### src/rtl/arbmux_pkg.sv
// rtl/arbmux_pkg.sv - shared constants and rotated-priority search for the arbitrating mux
package arbmux_pkg;

  localparam int ARB_FIXED = 0;
  localparam int ARB_RR    = 1;

  // Widest channel count the search helper supports; callers zero-extend their request vector.
  localparam int ARB_MAX_M = 32;
  localparam int ARB_IDX_W = $clog2(ARB_MAX_M);

  function automatic logic [ARB_MAX_M-1:0] onehot_first(
    input logic [ARB_MAX_M-1:0] vec,
    input int unsigned          width,
    input int unsigned          start
  );
    logic [ARB_MAX_M-1:0] res;
    logic                 found;
    int unsigned          idx;
    res   = '0;
    found = 1'b0;
    idx   = 0;
    for (int unsigned i = 0; i < ARB_MAX_M; i++) begin
      if (i < width) begin
        idx = start + i;
        if (idx >= width) idx = idx - width;
        if (!found && vec[idx[ARB_IDX_W-1:0]]) begin
          res[idx[ARB_IDX_W-1:0]] = 1'b1;
          found                   = 1'b1;
        end
      end
    end
    return res;
  endfunction

endpackage

### src/rtl/arbmux_if.sv
// rtl/arbmux_if.sv - producer-side channels and consumer-side stream of the arbitrating mux
interface arbmux_if #(
  parameter int N = 32,
  parameter int M = 4
) ();

  logic [M-1:0]   in_valid;
  logic [M-1:0]   in_last;
  logic [M*N-1:0] in_data;
  logic [M-1:0]   in_ready;
  logic           out_valid;
  logic           out_last;
  logic [N-1:0]   out_data;
  logic [M-1:0]   out_sel;
  logic           out_ready;

  modport master (
    output in_valid, in_last, in_data, out_ready,
    input  in_ready, out_valid, out_last, out_data, out_sel
  );

  modport slave (
    input  in_valid, in_last, in_data, out_ready,
    output in_ready, out_valid, out_last, out_data, out_sel
  );

endinterface

### src/rtl/arbmux_arbiter.sv
// rtl/arbmux_arbiter.sv - combinational one-hot grant: locked owner, else fixed or rotated priority
module arbmux_arbiter
  import arbmux_pkg::*;
#(
  parameter int M     = 4,
  parameter int MODE  = ARB_RR,
  parameter int PTR_W = (M > 1) ? $clog2(M) : 1
) (
  input  logic [M-1:0]     req,
  input  logic [PTR_W-1:0] ptr,
  input  logic             lock,
  input  logic [M-1:0]     owner,
  output logic [M-1:0]     grant
);

  logic [ARB_MAX_M-1:0] req_ext;
  logic [ARB_MAX_M-1:0] pick;
  logic [31:0]          start;

  always_comb begin
    req_ext        = '0;
    req_ext[M-1:0] = req;
    start          = (MODE == ARB_RR) ? 32'(ptr) : 32'd0;
    pick           = onehot_first(req_ext, M, start);
    // A locked owner that drops valid yields no grant at all, leaving a bubble.
    grant          = lock ? (owner & req) : pick[M-1:0];
  end

endmodule

### src/rtl/arbmux.sv
// rtl/arbmux.sv - M-input valid/ready mux with internal arbitration, packet lock and one output register
module arbmux
  import arbmux_pkg::*;
#(
  parameter int N    = 32,
  parameter int M    = 4,
  parameter int MODE = ARB_RR
) (
  input  logic clk,
  input  logic nreset,
  arbmux_if.slave bus
);

  localparam int PTR_W = (M > 1) ? $clog2(M) : 1;

  logic [PTR_W-1:0] ptr_q, ptr_d;
  logic             lock_q, lock_d;
  logic [M-1:0]     owner_q, owner_d;
  logic             out_valid_q, out_valid_d;
  logic             out_last_q, out_last_d;
  logic [N-1:0]     out_data_q, out_data_d;
  logic [M-1:0]     out_sel_q, out_sel_d;

  logic [M-1:0]     grant;
  logic             adv;
  logic             load;
  logic [N-1:0]     data_sel;
  logic             last_sel;
  logic [PTR_W-1:0] gidx;

  arbmux_arbiter #(
    .M     (M),
    .MODE  (MODE),
    .PTR_W (PTR_W)
  ) u_arbiter (
    .req   (bus.in_valid),
    .ptr   (ptr_q),
    .lock  (lock_q),
    .owner (owner_q),
    .grant (grant)
  );

  always_comb begin
    adv      = ~out_valid_q | bus.out_ready;
    load     = adv & (|grant);
    data_sel = '0;
    gidx     = '0;
    for (int i = 0; i < M; i++) begin
      data_sel = data_sel | (bus.in_data[i*N +: N] & {N{grant[i]}});
      if (grant[i]) gidx = PTR_W'(i);
    end
    last_sel = |(bus.in_last & grant);

    ptr_d       = ptr_q;
    lock_d      = lock_q;
    owner_d     = owner_q;
    out_valid_d = out_valid_q;
    out_last_d  = out_last_q;
    out_data_d  = out_data_q;
    out_sel_d   = out_sel_q;

    if (adv) out_valid_d = |grant;
    if (load) begin
      out_data_d = data_sel;
      out_last_d = last_sel;
      out_sel_d  = grant;
      lock_d     = ~last_sel;
      owner_d    = grant;
      // Only packet ends rotate priority, so a packet's beats never reshuffle the order.
      if (last_sel) ptr_d = (gidx == PTR_W'(M - 1)) ? '0 : gidx + 1'b1;
    end
  end

  always_ff @(posedge clk or negedge nreset) begin
    if (!nreset) begin
      ptr_q       <= '0;
      lock_q      <= 1'b0;
      owner_q     <= '0;
      out_valid_q <= 1'b0;
      out_last_q  <= 1'b0;
      out_data_q  <= '0;
      out_sel_q   <= '0;
    end else begin
      ptr_q       <= ptr_d;
      lock_q      <= lock_d;
      owner_q     <= owner_d;
      out_valid_q <= out_valid_d;
      out_last_q  <= out_last_d;
      out_data_q  <= out_data_d;
      out_sel_q   <= out_sel_d;
    end
  end

  assign bus.in_ready  = grant & {M{adv}};
  assign bus.out_valid = out_valid_q;
  assign bus.out_last  = out_last_q;
  assign bus.out_data  = out_data_q;
  assign bus.out_sel   = out_sel_q;

endmodule

### src/flat_wrapper.sv
// flat-port wrapper written by rule: the top's interface ports become plain ports
module arbmux_flat import arbmux_pkg::*;
#(
  parameter int N    = 32,
  parameter int M    = 4,
  parameter int MODE = ARB_RR
)
  (clk, nreset, bus_in_valid, bus_in_last, bus_in_data, bus_out_ready, bus_in_ready, bus_out_valid, bus_out_last, bus_out_data, bus_out_sel);
  arbmux_if #(.N(N), .M(M)) bus_i ();
  input  logic clk;
  input  logic nreset;
  input wire logic [$bits(bus_i.in_valid)-1:0] bus_in_valid;
  input wire logic [$bits(bus_i.in_last)-1:0] bus_in_last;
  input wire logic [$bits(bus_i.in_data)-1:0] bus_in_data;
  input wire logic [$bits(bus_i.out_ready)-1:0] bus_out_ready;
  output wire logic [$bits(bus_i.in_ready)-1:0] bus_in_ready;
  output wire logic [$bits(bus_i.out_valid)-1:0] bus_out_valid;
  output wire logic [$bits(bus_i.out_last)-1:0] bus_out_last;
  output wire logic [$bits(bus_i.out_data)-1:0] bus_out_data;
  output wire logic [$bits(bus_i.out_sel)-1:0] bus_out_sel;
  assign bus_i.in_valid = bus_in_valid;
  assign bus_i.in_last = bus_in_last;
  assign bus_i.in_data = bus_in_data;
  assign bus_i.out_ready = bus_out_ready;
  assign bus_in_ready = bus_i.in_ready;
  assign bus_out_valid = bus_i.out_valid;
  assign bus_out_last = bus_i.out_last;
  assign bus_out_data = bus_i.out_data;
  assign bus_out_sel = bus_i.out_sel;
  arbmux #(.N(N), .M(M), .MODE(MODE)) u_core (.clk(clk), .nreset(nreset), .bus(bus_i));
endmodule
### config.mk
export PLATFORM = sky130hd
export DESIGN_NAME = arbmux_flat
export DESIGN_NICKNAME = d
export VERILOG_FILES = /design/src/rtl/arbmux_pkg.sv /design/src/rtl/arbmux_if.sv /design/src/rtl/arbmux_arbiter.sv /design/src/rtl/arbmux.sv /design/src/flat_wrapper.sv
export SDC_FILE = /design/constraint.sdc
export NUM_CORES = 1
export LEC_CHECK = 0
export ABC_AREA = 1
export BUFFER_PORTS_ARGS = -buffer_cell sky130_fd_sc_hd__buf_2
export CORE_ASPECT_RATIO = 0.6
export CORE_UTILIZATION = 48
export DETAILED_ROUTE_END_ITERATION = 7
export PLACE_DENSITY = 0.87
export SYNTH_ARGS = -nofsm -noshare
export SYNTH_HDL_FRONTEND = slang
export SYNTH_SLANG_ARGS = --single-unit
### constraint.sdc
create_clock -name clk -period 5.3 [get_ports clk]
set_input_delay 1.06 -clock clk [delete_from_list [all_inputs] [get_ports clk]]
set_output_delay 1.06 -clock clk [all_outputs]
set_load 0.005 [all_outputs]
Yosys cells after proc, flatten, opt, wreduce, memory -nomap -nowiden
Cells that the tools add are included.
- register bits: 41
- input bits: 139
- output and inout bits: 42
- word-level logic and storage cells: 89
- $add $sub $neg: 8
- $lt $le $gt $ge: 12
- equality and inequality tests: 1
- muxes and demuxes: 32
- bitwise operators: 17
- reductions and logical operators: 13
- operators with widths (operator ; count):
    $and A32 B32 Y32 ; 4
    $or A32 B32 Y32 ; 3
    $lt A5 B6 Y1 const B ; 4
    $bmux W1 S5 ; 4
    $demux W1 S5 ; 4
    $ge A5 B1 Y1 const B ; 4
    $mux W4 ; 5
    $mux W5 ; 4
    $and A4 B4 Y4 ; 3
    $mux W1 ; 12
    $or A4 B4 Y4 ; 3
    $sub A3 B3 Y4 const B ; 3
    $ge A3 B3 Y1 const B ; 3
    $reduce_or A4 Y1 ; 2
    $logic_and A1 B1 Y1 ; 7
    $add A2 B2 Y3 const B ; 2
    $mux W2 ; 3
    $sub A2 B3 Y4 const B ; 1
    $add A2 B1 Y3 const B ; 1
    $ge A2 B3 Y1 const B ; 1
    $logic_not A1 Y1 ; 3
    $add A2 B1 Y2 const B ; 1
    $eq A2 B2 Y1 const B ; 1
    $not A1 Y1 ; 2
    other kinds (3) ; 3

Depth between registers and ports, before layout
Gate-level depths: netlist of the first run.
- depth after elaboration: 20
- gate-level depth with buffers: 17
- mapped depth without buffers: 17

By module
Synthesis of the first run repeated with hierarchy kept, for this count alone.
- cell total of the unflattened synthesis: 460
- area total of the unflattened synthesis: 2980.4 sq um
- modules (own cells, without submodules) (module ; instances ; cells an instance ; area each (sq um) ; seq. area each (sq um)):
    arbmux ; 1 ; 372 ; 2472.4 ; 1026.0
    arbmux_arbiter ; 1 ; 88 ; 508.0 ; 0.0

Worst setup path after synthesis of the first run
Ideal clock, no wire load.
- path type: input to output
- start: input port bus_in_valid[3]
- end: output port bus_in_ready[3]
- data arrival time: 1.928 ns
- slack: 2.312 ns
- stages: 9
- path through: nand2_1 -> nand3_2 -> nand2_4 -> nand2_4 -> nor2_4 -> nand2_1 -> nand3_4 -> nand2_4 -> nor2_1
- word-level cells in the longest chain between the ends: 14
- ends and longest elaborated chain (element ; RTL line ; source):
    from (decl) ; flat_wrapper.sv:12 ; input wire logic [$bits(bus_i.in_valid)-1:0] bus_in_valid;
    $bmux W1 S5 ; arbmux_pkg.sv:26 ; if (!found && vec[idx[ARB_IDX_W-1:0]]) begin
    $mux W1 (implied by the code) ; arbmux_pkg.sv:26 ;
    $mux W1 ; arbmux_pkg.sv:26 ;
    $logic_not A1 Y1 ; arbmux_pkg.sv:26 ;
    $logic_and A1 B1 Y1 ; arbmux_pkg.sv:26 ;
    $mux W1 ; arbmux_pkg.sv:26 ;
    $logic_not A1 Y1 ; arbmux_pkg.sv:26 ;
    $logic_and A1 B1 Y1 ; arbmux_pkg.sv:26 ;
    $mux W1 ; arbmux_pkg.sv:26 ;
    $logic_not A1 Y1 ; arbmux_pkg.sv:26 ;
    $logic_and A1 B1 Y1 ; arbmux_pkg.sv:26 ;
    $mux W4 ; arbmux_pkg.sv:26 ;
    $mux W4 (*) ; arbmux_arbiter.sv:26 ; grant = lock ? (owner & req) : pick[M-1:0];
    $and A4 B4 Y4 (*) ; arbmux.sv:94 ; assign bus.in_ready = grant & {M{adv}};
    to (decl) ; flat_wrapper.sv:16 ; output wire logic [$bits(bus_i.in_ready)-1:0] bus_in_ready;
Every way passes the cells marked *; elsewhere a longest branch is shown, timed or not. The select of a mux whose other input is x is not followed.

Worst setup path after layout of the first run
- start: register u_core.ptr_q[0]
- end: output port bus_in_ready[3]
- word-level cells in the longest chain between the ends: 16
- ends and longest elaborated chain (element ; RTL line ; source):
    from (decl) ; arbmux.sv:16 ; logic [PTR_W-1:0] ptr_q, ptr_d;
    from (signal assigned) ; arbmux.sv:84 ; ptr_q <= ptr_d;
    parallel branches: the longest is 13 deep, another holds $lt A5 B6 Y1 ; -- ;
    $mux W4 (*) ; arbmux_pkg.sv:26 ;
    $mux W4 (*) ; arbmux_arbiter.sv:26 ;
    $and A4 B4 Y4 (*) ; arbmux.sv:94 ;
Mark *: on every way between the ends. The select of a mux whose other input is x is not followed.

==> results.toml, run 1 <==
[outcome]
outcome = "finished, final reports clean"

[layout]
diodes = 0
num-fill-cells = 507
area_growth_pct = 31.50
fin_nets = 769
utilization_pct = 68.46
drive_gt1_share_pct = 35.15

[clock_tree]
cts_resized = 0
cts-root-buf = "clkbuf_8"
clock_latency_ps = 300
h-tree-depth = 2
clockBufferDepth = 2
cts_tree = "yes"
post-cts-setup-buffer-count = 0
path_clk_slew_ps = 80
numCtsBuffers = 5
clock_sinks = 41
postCtsHoldBufs = 0

[yosys]
synth-compound-area-share_pct = 2.111
synthFlopType = "dfrtp_1"
async_flop_share_pct = 100.0
ys_seq_elements = 41
synth_mux_area_share_pct = 0
seq_area_frac_synth_pct = 33.94
synth_top_area_share_pct = 33.94
syn-instance-count = 457
synth_top_family_by_area = "simple AND/OR/NAND/NOR gates"
synthSimpleGateAreaFrac_pct = 53.23
synthAdderAreaFrac_pct = 2.897
ys_top_cells_by_area = "dfrtp_1, nand2_1, nand3_1"
synth_area_mm2 = 0.003023
synth.largest_area_cell = "dfrtp_1"
ys_types = 23
yosysWarningCount = 0
synth-edff-count = 0
yosysMostFrequentCell = "nand2_1"
avgSynthCellArea_um2 = 6.615
synth-xor-area-share_pct = 0
synth_nets = 603
synth_common_cells = "nand2_1, nand3_1, dfrtp_1"

[global_route]
grt_usage_pct = 29.46
grt-ovfl-total = 0
grt_max_degree = 44
grt_pass1_wl_um = 15490
grt_pass1_vias = 3283
antenna_found_initial = 0

[power_and_ir_drop]
power_frac_clock_pct = 7.8
sequentialPowerShare_pct = 22.2
power_leakage_nw = 2.307
combPwrFrac_pct = 70.0
ir_drop_mv = 0.6653
power.density_mw_per_mm2 = 678.3
p_sw_mw = 1.486
netSwitchingFraction_pct = 55.11
p_int_mw = 1.210

[job]
drv_cap = 0

[setup_path]
rr_startpoint = "u_core.ptr_q[0]"
critPathLaunch = "u_core.ptr_q[0]"
cp.arrival_ps = 2760
worst_setup_path_endpoint = "bus_in_ready[3]"
reg2reg_to = "u_core.owner_q[2]"
required_ps = 4240
worstSetupPathType = "reg2out"
endpoint_kind = "primary output"
setup.worst_path.start_class = "register"
r2r_slack_ps = 1810
critPathMaxFanout = 34
reg2regPathDepth = 13

[placement]
dp_hpwl_um = 7185
gp_congestion = 0.8549
numPortBuffers = 180
preCtsSetupSlack_ps = 1640

[timing]
rsz0062_at_grt = "no"
skew_ps = 3.600
slew_violations = 0
finalCriticalPeriod_ps = 3820
fin_crit_sh_pct = 72.08
max_slew_margin_pct = 27.86
hold_violations = 0
worst_slack_ps = 1480
finalSetupViolations = 0
setup_tns_ps = 0
fmax_mhz = 261.8
tightest_slew_ps = 1078
hold_ws_ps = 478.3

[floorplan]
core.rowCount = 21
core_mm2 = 0.005807
die_h_um = 63.47
initial_core_util_pct = 52.06
die_area_mm2 = 0.006629
top_level_ports = 181
die_w_um = 104.5

[route]
ant_nets = 0
dr.first_iter.drc_count = 273
via_count = 3672
drc_errors = 0
first_pass_iters = 8
wirelength_um = 9686
post_drt_wl_per_cell_um = 13.78
viasPerCell = 5.223

[min_path]
min_path_type = "reg2reg"
holdPathStages = 2
-- layout by cell type (no fill, tap or decap) --
| cell | instances |
|---|---|
| nand2_1 | 240 |
| buf_2 | 180 |
| nand3_1 | 55 |
| dfrtp_1 | 41 |
| nand4_1 | 32 |
| inv_1 | 17 |
| inv_2 | 7 |
| ha_1 | 7 |
| nor2_1 | 6 |
| nand2_2 | 6 |
| clkbuf_8 | 6 |
| nand3_2 | 5 |
| nand2_4 | 5 |
| o21ai_0 | 3 |
| nor2_4 | 2 |
| o21ai_2 | 2 |
| a21oi_1 | 2 |
| o21ai_1 | 1 |
| nor2_2 | 1 |
| nand3_4 | 1 |
| o21ai_4 | 1 |
| nor2_8 | 1 |
| clkinvlp_4 | 1 |
| buf_4 | 1 |
-- worst min-delay path by stage --
stage,startpoint,end,slack (ps)
2_1_floorplan,u_core.bus.out_data[10],u_core.bus.out_data[10],470
3_3_place_gp,u_core.bus.out_data[6],u_core.bus.out_data[6],460
3_5_place_dp,u_core.bus.out_data[9],u_core.bus.out_data[9],460
4_1_cts,u_core.bus.out_data[9],u_core.bus.out_data[9],480
5_1_grt,u_core.bus.out_data[16],u_core.bus.out_data[16],500
6_report,u_core.bus.out_data[0],u_core.bus.out_data[0],480
-- power by group through the flow --
stage                     Clock [mW]  Combinational [mW]  Sequential (mW)
after floorplan                    0                1.41            0.591
after global placement             0                1.83            0.601
after detailed placement           0                1.88            0.596
after CTS                      0.212                1.88            0.596
after global routing           0.222                2.12            0.614
final                          0.210                1.89            0.599
-- cell families after synthesis --
group,Yosys count
buf+inv,46
fa+ha+maj,7
compound gates,9
flops,41
simple gates,354
-- layer usage --
metal / vias to the layer above / wire length [um] / global-route usage (%)
li1: 1804 / - / -
met1: 1642 / 4177 / 38.25
met2: 199 / 4445 / 48.76
met3: 27 / 813 / 6.004
met4: 0 / 250 / 10.89
met5: - / 0 / 0
-- stage by stage --
stage,instances,total power [mW],instance area (um2)
2_1_floorplan,457,2.006,3023
3_3_place_gp,696,2.436,3885
3_5_place_dp,696,2.476,3885
4_1_cts,703,2.685,3975
5_1_grt,703,2.961,3975
6_report,703,2.696,3975
-- flip-flops by register name, summed over array words and instances, names as in the netlist --
name	cells
u_core.bus.out_data	32
u_core.owner_q	4
u_core.ptr_q	2
u_core.bus.out_last	1
u_core.bus.out_valid	1
u_core.lock_q	1
-- worst max-delay path, stage by stage (launching register included) --
cell,delay (ps)
dfrtp_1,560
inv_2,160
ha_1,350
inv_1,60
nand3_1,90
inv_1,50
nor2_1,260
nand3_1,110
nand2_1,100
inv_2,50
nand3_4,300
nand2_4,120
nor2_1,120
buf_2,120
-- cell type report --
| type | count | area, um2 | share of cell area [%] |
|---|---|---|---|
| multi-input cells | 370 | 1760 | 44.29 |
| flip-flops and latches | 41 | 1026 | 25.81 |
| repair buffers | 181 | 908.4 | 22.85 |
| well taps | 80 | 100.1 | 2.518 |
| inverters | 24 | 90.09 | 2.266 |
| clock buffers | 6 | 82.58 | 2.077 |
| clock inverters | 1 | 7.507 | 0.1889 |
Power figures use the tool's default switching activity.
==> inputs of run 2 (changes only) <==
--- a/config.mk
+++ b/config.mk
@@ -8,9 +8,9 @@
 export ABC_AREA = 1
 export BUFFER_PORTS_ARGS = -buffer_cell sky130_fd_sc_hd__buf_2
 export CORE_ASPECT_RATIO = 0.6
-export CORE_UTILIZATION = 48
+export CORE_UTILIZATION = 40
 export DETAILED_ROUTE_END_ITERATION = 7
-export PLACE_DENSITY = 0.87
+export PLACE_DENSITY = 0.78
 export SYNTH_ARGS = -nofsm -noshare
 export SYNTH_HDL_FRONTEND = slang
 export SYNTH_SLANG_ARGS = --single-unit
==> constraint.sdc (replaced) <==
create_clock -name clk -period 3.5 [get_ports clk]
set_input_delay 0.7 -clock clk [delete_from_list [all_inputs] [get_ports clk]]
set_output_delay 0.7 -clock clk [all_outputs]
set_load 0.005 [all_outputs]
==> run 2 against run 1 <==
The run now ends with design-rule violations left. Combinational power rose by 54%. Critical path depth stayed put. Die area rose by 19%. Critical path type unchanged.
==> results.toml, run 2 (synthesis gave the netlist of run 1 again) <==
[clock_tree]
cts_tree = "yes"
cts_resized = 0
h-tree-depth = 2
clock_sinks = 41
clockBufferDepth = 2
cts-root-buf = "clkbuf_16"
clock_latency_ps = 280
postCtsHoldBufs = 0
numCtsBuffers = 5
post-cts-setup-buffer-count = 0
path_clk_slew_ps = 60

[global_route]
antenna_found_initial = 0
grt_max_degree = 42
grt-ovfl-total = 0
grt_pass1_vias = 3248
grt_usage_pct = 24.51
grt_pass1_wl_um = 15480

[layout]
utilization_pct = 56.33
final_cell_mix = "nand2_1, buf_2, nand3_1"
final_common_cell = "nand2_1"
drive_gt1_share_pct = 35.30
diodes = 0
area_growth_pct = 35.97
largest_reg_flops = 32
fin_nets = 771

[floorplan]
die_area_mm2 = 0.007920
core_mm2 = 0.007297
core.rowCount = 24
initial_core_util_pct = 41.43
die_h_um = 69.34
top_level_ports = 181
die_w_um = 114.2

[setup_path]
critPathMaxFanout = 7
reg2reg_to = "u_core.bus.out_data[20]"
endpoint_kind = "primary output"
rr_startpoint = "u_core.ptr_q[1]"
reg2regPathDepth = 15
r2r_slack_ps = 620
critPathLaunch = "u_core.ptr_q[1]"
cp.arrival_ps = 2390
setup.worst_path.start_class = "register"
required_ps = 2800
worstSetupPathType = "reg2out"

[power_and_ir_drop]
ir_drop_mv = 0.6722
power_leakage_nw = 2.359
power.density_mw_per_mm2 = 1053

[timing]
hold_ws_ps = 471.7
tightest_slew_ps = 919.6
finalCriticalPeriod_ps = 3092
fin_crit_sh_pct = 88.35
skew_ps = 7.452
rsz0062_at_grt = "no"
slew_violations = 0
max_slew_margin_pct = 38.69
fmax_mhz = 323.4
finalSetupViolations = 0
setup_tns_ps = 0
hold_violations = 0

[min_path]
holdPathEnd = "u_core.bus.out_data[0]"
holdPathStages = 2
min_path_type = "reg2reg"
min_from = "u_core.bus.out_data[0]"

[route]
via_count = 3588
dr.first_iter.drc_count = 301
drc_errors = 1
first_pass_iters = 7
wirelength_um = 9542
post_drt_wl_per_cell_um = 13.07
viasPerCell = 4.915
ant_nets = 0

[outcome]
violations = "design-rule violations"
outcome = "finished with violations"

[job]
drv_cap = 0

[placement]
dp_hpwl_um = 7102
numPortBuffers = 180
gp_congestion = 0.8531
run 2: changes by cell type in the layout (fill, tap and decap cells not counted), sizes merged:
cell | previous run | this run
buf | 181 | 183
clkinvlp | 1 | 0
clkinv | 0 | 1
bufinv | 0 | 1
run 2: through the flow:
stage / cells / cell area [um2] / setup WS [ps] / total power [mW]
6_report: 730 / 4110 / 407.8 / 4.327
3_3_place_gp: 722 / 3943 / 765.6 / 3.742
5_1_grt: 730 / 4110 / 127.6 / 4.768
2_1_floorplan: 457 / 3023 / 1067 / 3.038
3_5_place_dp: 722 / 3943 / 664.4 / 3.809
4_1_cts: 730 / 4110 / 447.9 / 4.341
run 2: cell type report:
class                           instances  area, um2
Clock buffer                            6      128.9
Timing Repair Buffer                  183      935.9
Multi-Input combinational cell        370       1760
Sequential cell                        41       1026
Fill cell                             719       3187
Tap cell                              104      130.1
Clock inverter                          2      38.79
Inverter                               24      90.09
run 2: worst max path at each step:
stage	endpoint	slack, ps	cells past startpoint
global placement	u_core.ptr_q[1]	770	18
global route	bus_in_ready[2]	130	13
floorplan	bus_in_ready[3]	1070	11
CTS	bus_in_ready[2]	450	13
finish	bus_in_ready[2]	410	13
detailed placement	u_core.bus.out_data[20]	660	15
run 2: routing by layer:
| metal | GRT usage, % | share of wire (%) |
|---|---|---|
| met5 | 0 | 0 |
| met1 | 34.67 | 48 |
| met4 | 5.051 | 1.3 |
| met3 | 5.420 | 7.4 |
| met2 | 38.45 | 43 |
run 2: critical path, cell delays in order (launching register included):
cell     delay, ps
dfrtp_1        500
inv_1          200
ha_1           360
inv_1           70
nand3_1         90
inv_1           40
nor2_1         210
nand3_1        100
nand2_1         70
inv_1           40
nand3_2         60
nand2_2        120
nor2_1         130
buf_2          130
run 2: where the power goes:
part           switching [mW]  internal, mW
clock network           0.181         0.338
logic                    1.92         0.988
registers               0.164         0.731
==> inputs of run 3 (changes only) <==
--- a/config.mk
+++ b/config.mk
@@ -11,6 +11,7 @@
 export CORE_UTILIZATION = 40
 export DETAILED_ROUTE_END_ITERATION = 7
 export PLACE_DENSITY = 0.78
+export RECOVER_POWER = 100
 export SYNTH_ARGS = -nofsm -noshare
 export SYNTH_HDL_FRONTEND = slang
 export SYNTH_SLANG_ARGS = --single-unit
==> run 3 against run 2 <==
The flow finishes with violations (design-rule violations, max-capacitance violations, max-slew violations). Largest power group unchanged. Register-to-register slack got worse by 170 ps. Hold slack better by 3.9 ps. Clock power about the same. Utilization fell by 0.87 points.
==> results.toml, run 3 (synthesis gave the netlist of run 1 again) <==
[outcome]
outcome = "finished with violations"
violations = "design-rule violations, max-capacitance violations, max-slew violations"

[floorplan]
core_mm2 = 0.007297
die_area_mm2 = 0.007920
die_w_um = 114.2
die_h_um = 69.34
core.rowCount = 24
top_level_ports = 181
initial_core_util_pct = 41.43

[timing]
skew_ps = 8.035
finalSetupViolations = 0
slew_violations = 42
setup_tns_ps = 0
finalCriticalPeriod_ps = 3139
rsz0062_at_grt = "no"
fin_crit_sh_pct = 89.70
worst_slack_ps = 360.6
hold_violations = 0
tightest_slew_ps = 2188
max_slew_margin_pct = -45.85
fmax_mhz = 318.5

[min_path]
min_path_type = "reg2reg"

[global_route]
antenna_found_initial = 0
grt_pass1_vias = 3248
grt_usage_pct = 24.51
grt_pass1_wl_um = 15480
grt-ovfl-total = 0
grt_max_degree = 42

[job]
drv_cap = 1

[setup_path]
cp_slowest_cell = "dfrtp_1"
endpoint_kind = "primary output"
cp.arrival_ps = 2440
worstPathCellList = "inv_1, ha_1, inv_1, nand3_1, inv_1, nor2_1, nand3_1, nand2_1, inv_1, nand3_1, nand2_1, nor2_1, clkbuf_1"
critPathMaxFanout = 7
cp_common_cell = "inv_1"
r2r_slack_ps = 450
max_stage_delay_ps = 490
required_ps = 2800
setup.worst_path.start_class = "register"
worstSetupPathType = "reg2out"

[layout]
diodes = 0
largest_reg_flops = 32
final_common_cell = "nand2_1"
fin_nets = 771
area_growth_pct = 33.86
drive_gt1_share_pct = 30.83
final_cell_mix = "nand2_1, buf_2, nand3_1"
num-fill-cells = 737

[clock_tree]
numCtsBuffers = 5
h-tree-depth = 2
post-cts-setup-buffer-count = 0
clock_sinks = 41
path_clk_slew_ps = 60
cts_tree = "yes"
clock_latency_ps = 280
cts-root-buf = "clkbuf_16"
clockBufferDepth = 2
cts_resized = 0
postCtsHoldBufs = 0

[placement]
dp_hpwl_um = 7102
gp_congestion = 0.8531
preCtsSetupSlack_ps = 664.4
numPortBuffers = 180

[route]
ant_nets = 0
first_pass_iters = 7
viasPerCell = 4.934
wirelength_um = 9534
via_count = 3602
dr.first_iter.drc_count = 271
post_drt_wl_per_cell_um = 13.06
drc_errors = 1

[power_and_ir_drop]
ir_drop_mv = 0.6718
power_leakage_nw = 2.284
power.density_mw_per_mm2 = 1045
[run 3: area by class of cell]
| class | instances | area [um2] | share of cell area, % |
|---|---|---|---|
| multi-input cells | 370 | 1720 | 42.52 |
| flip-flops and latches | 41 | 1026 | 25.36 |
| repair buffers | 183 | 912.1 | 22.54 |
| well taps | 104 | 130.1 | 3.216 |
| clock buffers | 6 | 128.9 | 3.185 |
| inverters | 24 | 90.09 | 2.226 |
| clock inverters | 2 | 38.79 | 0.9586 |
[run 3: report_power, final]
group / switching, mW / internal, mW
clock network: 0.181 / 0.338
logic: 1.88 / 0.932
registers: 0.165 / 0.731
[run 3: routing by layer]
layer | up-vias | track usage, % | part of all wire, %
met4 | 0 | 5.051 | 1.1
met2 | 177 | 38.45 | 43
met5 | - | 0 | 0
met3 | 10 | 5.420 | 8.5
li1 | 1808 | - | -
met1 | 1607 | 34.67 | 47
[run 3: worst paths after layout]
check,from,to,cells after the start
max in group asynchronous,nreset,u_core.bus.out_data[18],1
min,u_core.bus.out_data[0],u_core.bus.out_data[0],2
max reg2reg,u_core.ptr_q[1],u_core.ptr_q[1],17
min in group asynchronous,nreset,u_core.owner_q[0],1
min reg2reg,u_core.bus.out_data[0],u_core.bus.out_data[0],2
max,u_core.ptr_q[1],bus_in_ready[1],13
[run 3: critical path: cells and delay by family, from the launching register on]
kind | cells | cell delay [ps]
adders and majority gates | 1 | 360
buffers and inverters | 5 | 460
DFF | 1 | 490
and+or+nand+nor | 7 | 850
[run 3: stage by stage]
stage	hold slack, ps	util [%]	instances	total power, mW	area [um2]
2_1_floorplan	404.4	-	457	3.038	3023
3_3_place_gp	458.4	54.03	722	3.742	3943
3_5_place_dp	461.4	54.03	722	3.809	3943
4_1_cts	477.8	56.33	730	4.341	4110
5_1_grt	496.3	55.45	730	4.664	4046
6_report	475.6	55.45	730	4.227	4046
